**config.mk**
```make
export PLATFORM = sky130hd
export DESIGN_NAME = seg7_mux_driver
export DESIGN_NICKNAME = d
export VERILOG_FILES = /design/src/rtl/seg7_mux_driver.sv
export SDC_FILE = /design/constraint.sdc
export NUM_CORES = 1
export LEC_CHECK = 0
export ABC_AREA = 1
export CAP_MARGIN = 10
export CORE_MARGIN = 3
export CORE_UTILIZATION = 59
export DETAILED_ROUTE_END_ITERATION = 10
export GPL_ROUTABILITY_DRIVEN = 0
export PLACE_DENSITY_LB_ADDON = 0.08
export SETUP_SLACK_MARGIN = 0.05
export SLEW_MARGIN = 20
export SYNTH_ARGS = -nofsm -noshare
export SYNTH_HDL_FRONTEND = slang
export SYNTH_SLANG_ARGS = --single-unit
```
**constraint.sdc**
```tcl
create_clock -name clk -period 5.77 [get_ports clk]
set_clock_uncertainty 0.2 [all_clocks]
set_input_delay 1.154 -clock clk [delete_from_list [all_inputs] [get_ports clk]]
set_output_delay 1.154 -clock clk [all_outputs]
set_load 0.005 [all_outputs]
```
**src/rtl/seg7_mux_driver.sv**
```systemverilog
// Multiplexed 7-segment driver: prescaled digit scan, shadowed frame-synced
// loads, polarity control. Optional leading-zero blanking via SEG7_LZB_EN.
module seg7_mux_driver #(
  parameter int NUM_DIGITS = 4,
  parameter int SCAN_DIV   = 1000,
  parameter int DEAD_CYC   = 2
) (
  input  logic                    clk,
  input  logic                    rst_n,
  input  logic                    ena,
  input  logic                    load,
  input  logic [4*NUM_DIGITS-1:0] value,
  input  logic [NUM_DIGITS-1:0]   dp_mask,
  input  logic                    blank,
  input  logic                    seg_pol,
  input  logic                    com_pol,
  output logic [7:0]              seg_out,
  output logic [NUM_DIGITS-1:0]   com_out,
  output logic [NUM_DIGITS-1:0]   com_oe,
  output logic                    frame_done
);

  localparam int CW = $clog2(SCAN_DIV);
  localparam int IW = $clog2(NUM_DIGITS);
  localparam int VW = 4 * NUM_DIGITS;

  logic [CW-1:0]         cnt;
  logic [IW-1:0]         idx;
  logic [VW-1:0]         disp_val;
  logic [VW-1:0]         shd_val;
  logic [NUM_DIGITS-1:0] disp_dp;
  logic [NUM_DIGITS-1:0] shd_dp;
  logic                  pending;

  logic                  slot_end;
  logic                  last_dig;
  logic                  boundary;
  logic                  show;
  logic                  com_act;
  logic                  dig_off;
  logic [3:0]            nib;
  logic                  dp_bit;
  logic [NUM_DIGITS-1:0] com_vec;
  logic [7:0]            lit;

  function automatic logic [6:0] hex7(input logic [3:0] n);
    unique case (n)
      4'h0: hex7 = 7'h3F;
      4'h1: hex7 = 7'h06;
      4'h2: hex7 = 7'h5B;
      4'h3: hex7 = 7'h4F;
      4'h4: hex7 = 7'h66;
      4'h5: hex7 = 7'h6D;
      4'h6: hex7 = 7'h7D;
      4'h7: hex7 = 7'h07;
      4'h8: hex7 = 7'h7F;
      4'h9: hex7 = 7'h6F;
      4'hA: hex7 = 7'h77;
      4'hB: hex7 = 7'h7C;
      4'hC: hex7 = 7'h39;
      4'hD: hex7 = 7'h5E;
      4'hE: hex7 = 7'h79;
      4'hF: hex7 = 7'h71;
    endcase
  endfunction

  assign slot_end = ena && (cnt == CW'(SCAN_DIV - 1));
  assign last_dig = (idx == IW'(NUM_DIGITS - 1));
  assign boundary = slot_end && last_dig;
  assign show     = ena && !blank;
  assign com_act  = (cnt >= CW'(DEAD_CYC));

  always_comb begin
    nib     = '0;
    dp_bit  = 1'b0;
    com_vec = '0;
    for (int i = 0; i < NUM_DIGITS; i++) begin
      if (idx == IW'(i)) begin
        nib        = disp_val[4*i +: 4];
        dp_bit     = disp_dp[i];
        com_vec[i] = com_act;
      end
    end
  end

`ifdef SEG7_LZB_EN
  // A digit goes dark only while every digit above it is also a bare zero.
  logic [NUM_DIGITS-1:0] lz;

  always_comb begin
    logic run;
    run = 1'b1;
    lz  = '0;
    for (int i = NUM_DIGITS - 1; i > 0; i--) begin
      run   = run && (disp_val[4*i +: 4] == 4'h0) && !disp_dp[i];
      lz[i] = run;
    end
  end

  assign dig_off = lz[idx];
`else
  assign dig_off = 1'b0;
`endif

  assign lit = dig_off ? 8'h00 : {dp_bit, hex7(nib)};

  always_ff @(posedge clk or negedge rst_n) begin
    if (!rst_n) begin
      cnt <= '0;
      idx <= '0;
    end else if (ena) begin
      if (slot_end) begin
        cnt <= '0;
        idx <= last_dig ? '0 : idx + IW'(1);
      end else begin
        cnt <= cnt + CW'(1);
      end
    end
  end

  // A load coinciding with the boundary lands in the shadow for next frame.
  always_ff @(posedge clk or negedge rst_n) begin
    if (!rst_n) begin
      shd_val  <= '0;
      shd_dp   <= '0;
      disp_val <= '0;
      disp_dp  <= '0;
      pending  <= 1'b0;
    end else begin
      if (boundary && pending) begin
        disp_val <= shd_val;
        disp_dp  <= shd_dp;
      end
      if (load) begin
        shd_val <= value;
        shd_dp  <= dp_mask;
        pending <= 1'b1;
      end else if (boundary && pending) begin
        pending <= 1'b0;
      end
    end
  end

  always_ff @(posedge clk or negedge rst_n) begin
    if (!rst_n) begin
      seg_out    <= '0;
      com_out    <= '0;
      com_oe     <= '0;
      frame_done <= 1'b0;
    end else begin
      frame_done <= boundary;
      com_oe     <= {NUM_DIGITS{ena}};
      if (show) begin
        seg_out <= lit ^ {8{~seg_pol}};
        com_out <= com_vec ^ {NUM_DIGITS{~com_pol}};
      end else begin
        seg_out <= {8{~seg_pol}};
        com_out <= {NUM_DIGITS{~com_pol}};
      end
    end
  end

endmodule

```
# Word level (Yosys, flattened, before mapping)

Memories as Yosys holds them, arrays and structs flattened.
Cells that the tools add are included.

Memories kept: 1
Bits in registers: 67
Word-level logic and storage cells: 49
Output and inout port bits: 17
Memory bits (read-only): 112

Memory list:

| memory           | depth | bits a word | rd ports | clocked after memory_dff | write ports | line | source |
|---|---|---|---|---|---|---|---|
| (name not given) | 16    | 7           | 1        | 0                        | 0           | 47   | `unique case (n)` |

Muxes and demuxes: 18
Bitwise gates (word level): 4
Add/sub/neg operators: 2
Magnitude comparators: 1
Reductions and logical operators: 8
Equality and inequality tests: 4

Operators by type and width:

| operator                                             | count |
|---|---|
| two-way mux 4 bit                                    | 5 |
| adder 10 x 1 -> 10 bit, second input constant        | 1 |
| == test 10 bit, second input constant                | 1 |
| >= comparator 10 x 2 -> 1 bit, second input constant | 1 |
| two-way mux 1 bit                                    | 10 |
| two-way mux 10 bit                                   | 1 |
| two-way mux 8 bit                                    | 1 |
| bitwise XOR 8 bit                                    | 1 |
| == test 2 bit, second input constant                 | 2 |
| logical AND 1 bit                                    | 4 |
| bitwise XOR 4 bit                                    | 1 |
| adder 2 x 1 -> 2 bit, second input constant          | 1 |
| == test 2 x 1 -> 1 bit, second input constant        | 1 |
| zero test 2 bit                                      | 1 |
| two-way mux 2 bit                                    | 1 |
| inverter 1 bit                                       | 2 |
| AND reduction 2 bit                                  | 1 |
| nonzero test 2 bit                                   | 1 |
| zero test 1 bit                                      | 1 |

# Logic depth before layout (Yosys ltp)

An unclocked memory read counts as a cell.

Depth in word-level cells: 8
Depth in mapped cells: 17
Depth with buffers taken out: 16

# Worst setup path before layout

No wires, ideal clock.

Path type: input-to-reg
From: in ena
To: reg cnt[9]
Library setup time: 0.125 ns
Path buffers: 0
Required time: 5.445 ns
Cell stages on the path: 7
Arrival time: 1.934 ns
Setup slack: 3.510 ns
Cells stage by stage: nand2_1 nor2_1 nand2_1 nor3_1 nand4_1 o21ai_0 a21oi_1

Longest elaborated chain between the ends: 2

Ends and longest elaborated chain:

| element                | line | source |
|---|---|---|
| start: declaration     | 10   | `input logic ena,` |
| logical AND 1 bit      | 67   | `assign slot_end = ena && (cnt == CW'(SCAN_DIV - 1));` |
| two-way mux 10 bit     | 112  | `if (slot_end) begin` |
| end signal: assignment | 116  | `cnt <= cnt + CW'(1);` |
| end: declaration       | 27   | `logic [CW-1:0] cnt;` |

Parallel ways exist; a longest one is shown, timed or not.
A chain may end at the register's enable or synchronous reset.

# Final worst setup path

From: in ena
To: reg seg_out[5]

Longest elaborated chain between the ends: 2

Ends and longest elaborated chain:

| element                | line | source |
|---|---|---|
| logical AND 1 bit      | 70   | `assign show = ena && !blank;` |
| two-way mux 8 bit      | 153  | `if (show) begin` |
| end signal: assignment | 154  | `seg_out <= lit ^ {8{~seg_pol}};` |
| end signal: assignment | 157  | `seg_out <= {8{~seg_pol}};` |
| end: declaration       | 17   | `output logic [7:0] seg_out,` |

No other way between the ends.

==> Flow_metrics.wiki <==
{| class="wikitable"
! Metric !! Value
|-
| Outcome || completed
|-
| Vias after detailed routing || around 2.5k
|-
| Final hold violations || 0
|-
| Cell Chain, Critical Path || clkdlybuf4s50_1 > inv_1 > nor2_1 > inv_1 > nor2_1 > o21ai_0 > nand2_1 > nand2_1
|-
| Source of the worst register-to-register timing path || idx[0]$_DFFE_PN0P_
|-
| I/O Buffers || 43
|-
| CP Launch Point || ena
|-
| Post-Syn Area per Cell || 8.76 um^2
|-
| Pins Over Slew Limit || 0
|-
| Highest cell delay on the worst timing path || ~0.56 ns
|-
| RR Endpoint || seg_out[3]$_DFF_PN0_
|-
| Maximum number of pins on one net before global-route repair || 68
|-
| Number of antenna violations at the first check in global routing || 0
|-
| Arrival time at the worst endpoint || just under 3 ns
|-
| Total die area || 0.00663 mm^2
|-
| Post-route total power || roughly 1700 uW
|-
| Net switching power figure || about 640 uW
|-
| Number of nets produced by synthesis || roughly 420
|-
| Cell count after synthesis || 383
|-
| Clk buf depth || 2
|-
| Family of cells with the greatest summed delay on the critical path || simple AND/OR/NAND/NOR gates
|-
| Starting density of the core || 63.3%
|-
| Via count of the first global-routing pass || about 2.4k
|-
| Detailed Route Iter0 Violations || between 200 and 250
|-
| Pin slew with the least headroom to its limit || 0.815 ns
|-
| Number of storage elements in the synthesis netlist || between 60 and 70
|-
| Estimated wirelength of the detail-placed design || around 4200 um
|-
| Kind of launch point of the worst setup path || input port
|-
| Total of warnings raised by yosys || 0
|-
| Sequential element share of the synthesized area || between 40% and 50%
|-
| Switching power share of the total || 37.4%
|-
| Ratio of cells with drive above 1 in the final layout || 13.5%
|-
| Average via count per standard cell || slightly above 5
|-
| Top achievable clock speed || approximately 0.34 GHz
|-
| Number of maximum-capacitance constraint violations || 0
|-
| DR WL/cell || 12.0 um
|-
| Maximum net fanout on the critical path || 13
|-
| Leakage || between 0.0015 and 0.002 uW
|-
| Levels on crit path || 8
|-
| Number of antenna repair diodes || 0
|-
| Min Hold Slack || 0.275 ns
|-
| Clock latency of the later-clocked register in the worst-skew pair || 0.34 ns
|-
| Hold-fix buffer count after cts || 0
|-
| Post-route fraction of the period consumed by the critical path || 50.9%
|-
| Total Negative Setup Slacks || 0 ns
|-
| Root Buffer || sky130_fd_sc_hd__clkbuf_8
|-
| Count of unique library cells instantiated by Yosys || 31
|-
| Worst setup slack for register-to-register paths || about 3.3 ns
|-
| Category of the worst setup path capture point || flip-flop
|-
| # placed instances || between 400 and 500
|-
| Classification of the worst setup path || input port to flip-flop
|-
| Die Width || 81.4 um
|-
| Master of the slowest instance on the critical path || sky130_fd_sc_hd__clkdlybuf4s50_1
|-
| Sequential share of power || 35.5%
|-
| # H-tree levels || 3
|-
| Netlist Area Pre-Place || about 0.0034 mm^2
|-
| Placement-stage cell area || roughly 0.0038 mm^2
|-
| Reg2reg path depth || 12
|-
| CTS sink count || 67
|-
| Count of buffering cells on the critical path with inverters included || 3
|-
| Final instance area || 0.00401 mm^2
|-
| Number of placement rows || 26
|-
| Gate power share || 38.7%
|-
| Internal Power || around 1100 uW
|-
| # DRC || 0
|-
| I/O pins || 44
|-
| Endpoint of the worst setup timing path || seg_out[5]$_DFF_PN0_
|-
| Post-CTS setup buffer count || 0
|-
| Remaining number of nets flagged by the antenna check after routing || 0
|-
| Worst EP required || 5.80 ns
|-
| Max transition margin || between 40% and 50%
|-
| Clock buffer count from CTS || 9
|-
| Core Region || ~0.0053 mm^2
|-
| Number of detailed-route iterations in the first pass || 6
|-
| Total routing usage reported by global routing || 21.0%
|-
| Post-layout nets || approximately 460
|-
| Routed wire length || between 6000 and 7000 um
|-
| Setup repair after global routing missed its margin || false
|-
| Growth of design area from synthesis to finish || 19.4%
|-
| TritonCTS clock tree || built
|-
| Proportion of power drawn by the clock network || between 20% and 30%
|-
| Maximum VDD drop || approximately 0.22 mV
|-
| Global-route wire length before repair || roughly 11000 um
|-
| Number of resized instances in the post-cts repair step || 0
|-
| Number of standard cells in the final layout excluding fillers || roughly 500
|-
| Total congestion overflow after global routing || 0
|-
| DIE HEIGHT || about 81 um
|-
| Number of endpoints failing setup at the final stage || 0
|-
| Class of the worst hold path || flip-flop to flip-flop
|-
| Period minus WS final || roughly 2.9 ns
|-
| Clock Pin Slew Worst Setup and Hold Paths || ~0.07 ns
|-
| Power density normalized to cell area || roughly 420 mW/mm^2
|}
worst min path at each step:
stage	startpoint	endpoint	slack [ns]	depth (start not counted)
floorplan	shd_val[7]$_DFFE_PN0P_	shd_val[7]$_DFFE_PN0P_	0.24	2
global placement	shd_val[9]$_DFFE_PN0P_	shd_val[9]$_DFFE_PN0P_	0.26	2
detailed placement	shd_val[7]$_DFFE_PN0P_	shd_val[7]$_DFFE_PN0P_	0.26	2
CTS	shd_val[7]$_DFFE_PN0P_	shd_val[7]$_DFFE_PN0P_	0.28	2
global route	shd_val[7]$_DFFE_PN0P_	shd_val[7]$_DFFE_PN0P_	0.31	2
finish	shd_val[7]$_DFFE_PN0P_	shd_val[7]$_DFFE_PN0P_	0.27	2
worst reg2reg max path: stages (launching register included):
cell                       delay (ns)
sky130_fd_sc_hd__dfrtp_1         0.43
sky130_fd_sc_hd__inv_1           0.09
sky130_fd_sc_hd__ha_1            0.32
sky130_fd_sc_hd__a21oi_1         0.19
sky130_fd_sc_hd__nand2_1         0.07
sky130_fd_sc_hd__nand2_1         0.14
sky130_fd_sc_hd__inv_1           0.12
sky130_fd_sc_hd__ha_1            0.27
sky130_fd_sc_hd__nand3b_1        0.20
sky130_fd_sc_hd__nand3_1         0.14
sky130_fd_sc_hd__nand3_1         0.09
sky130_fd_sc_hd__nand2_1         0.09
sky130_fd_sc_hd__nand2_1         0.06
kinds of logic after synthesis:
kind of cell / Yosys count / share of synthesized area, %
buffers and inverters: 69 / 8.88
DFF: 67 / 50.0
xor gates and xnor gates: 5 / 1.31
adders and majority gates: 12 / 4.48
and+or+nand+nor: 163 / 22.6
AOI/OAI and AO/OA: 67 / 12.8
cell usage after synthesis:
cell type	count	area, um^2
sky130_fd_sc_hd__o31ai_1	1	7.51
sky130_fd_sc_hd__o21ai_2	18	158
sky130_fd_sc_hd__dfrtp_1	67	1680
sky130_fd_sc_hd__nor2_1	14	52.6
sky130_fd_sc_hd__nor3_1	5	25.0
sky130_fd_sc_hd__buf_2	1	5.00
sky130_fd_sc_hd__ha_1	12	150
sky130_fd_sc_hd__o21ai_0	29	145
sky130_fd_sc_hd__buf_4	4	30.0
sky130_fd_sc_hd__nand4_1	7	43.8
sky130_fd_sc_hd__a21boi_0	1	7.51
sky130_fd_sc_hd__a21oi_1	12	60.1
sky130_fd_sc_hd__nand2_2	13	81.3
sky130_fd_sc_hd__buf_6	3	33.8
sky130_fd_sc_hd__o21ai_4	1	16.3
sky130_fd_sc_hd__inv_1	52	195
sky130_fd_sc_hd__xor2_1	5	43.8
sky130_fd_sc_hd__clkbuf_1	6	22.5
sky130_fd_sc_hd__and3_2	1	7.51
sky130_fd_sc_hd__nand3_2	1	10.0
sky130_fd_sc_hd__nand2_1	92	345
sky130_fd_sc_hd__nor3b_1	2	15.0
sky130_fd_sc_hd__nand3b_1	2	15.0
sky130_fd_sc_hd__nand2_4	1	11.3
sky130_fd_sc_hd__nor4_1	2	12.5
sky130_fd_sc_hd__o211ai_1	4	30.0
sky130_fd_sc_hd__nor2_4	1	11.3
sky130_fd_sc_hd__nor4_4	1	21.3
sky130_fd_sc_hd__inv_2	3	11.3
sky130_fd_sc_hd__o21ai_1	1	5.00
sky130_fd_sc_hd__nand3_1	21	105
registers in the layout (all words and copies together) (netlist names):
name,cells
com_oe,1
disp_val,16
disp_dp,4
shd_val,16
com_out,4
pending,1
seg_out,8
shd_dp,4
frame_done,1
cnt,10
idx,2
power groups by stage:
stage | clock [uW] | sequential, uW | combinational [uW]
6_report | 438 | 604 | 658
2_1_floorplan | 0 | 604 | 469
3_5_place_dp | 0 | 611 | 648
4_1_cts | 447 | 604 | 659
5_1_grt | 468 | 612 | 764
3_3_place_gp | 0 | 609 | 626
per-layer routing:
layer,track usage [%],vias up,wire (um)
li1,-,1311,-
met1,26.8,1160,2770
met2,34.2,59,2820
met3,5.54,11,311
met4,8.11,0,108
met5,0,-,0
cells in the final DEF (no fill, tap or decap), types with 3 or more instances in the layout:
cell,instances
sky130_fd_sc_hd__xor2_1,5
sky130_fd_sc_hd__o21ai_2,18
sky130_fd_sc_hd__o21ai_0,29
sky130_fd_sc_hd__nand3_1,21
sky130_fd_sc_hd__inv_2,3
sky130_fd_sc_hd__nor2_1,14
sky130_fd_sc_hd__nor3_1,5
sky130_fd_sc_hd__clkdlybuf4s50_1,41
sky130_fd_sc_hd__inv_1,52
sky130_fd_sc_hd__o211ai_1,4
sky130_fd_sc_hd__a21oi_1,12
sky130_fd_sc_hd__nand2_1,92
sky130_fd_sc_hd__dfrtp_1,67
sky130_fd_sc_hd__nand4_1,7
sky130_fd_sc_hd__clkbuf_8,11
sky130_fd_sc_hd__ha_1,12
sky130_fd_sc_hd__nand2_2,13
metrics by stage:
step / setup slack (ns) / utilization (%)
after global placement: 2.57 / 71.4
after detailed placement: 2.51 / 71.4
after CTS: 2.86 / 75.6
final: 2.83 / 75.6
after floorplan: 3.51 / -
after global routing: 2.56 / 75.6
cell type report:
type,instances,area [um^2]
timing repair buffer,44,428
inverter,55,206
multi-input combinational,247,1380
clock inverter,4,72.6
tap,70,87.6
fill,390,1300
sequential,67,1680
clock buffer,12,155
(Power assumes the default switching activity.)
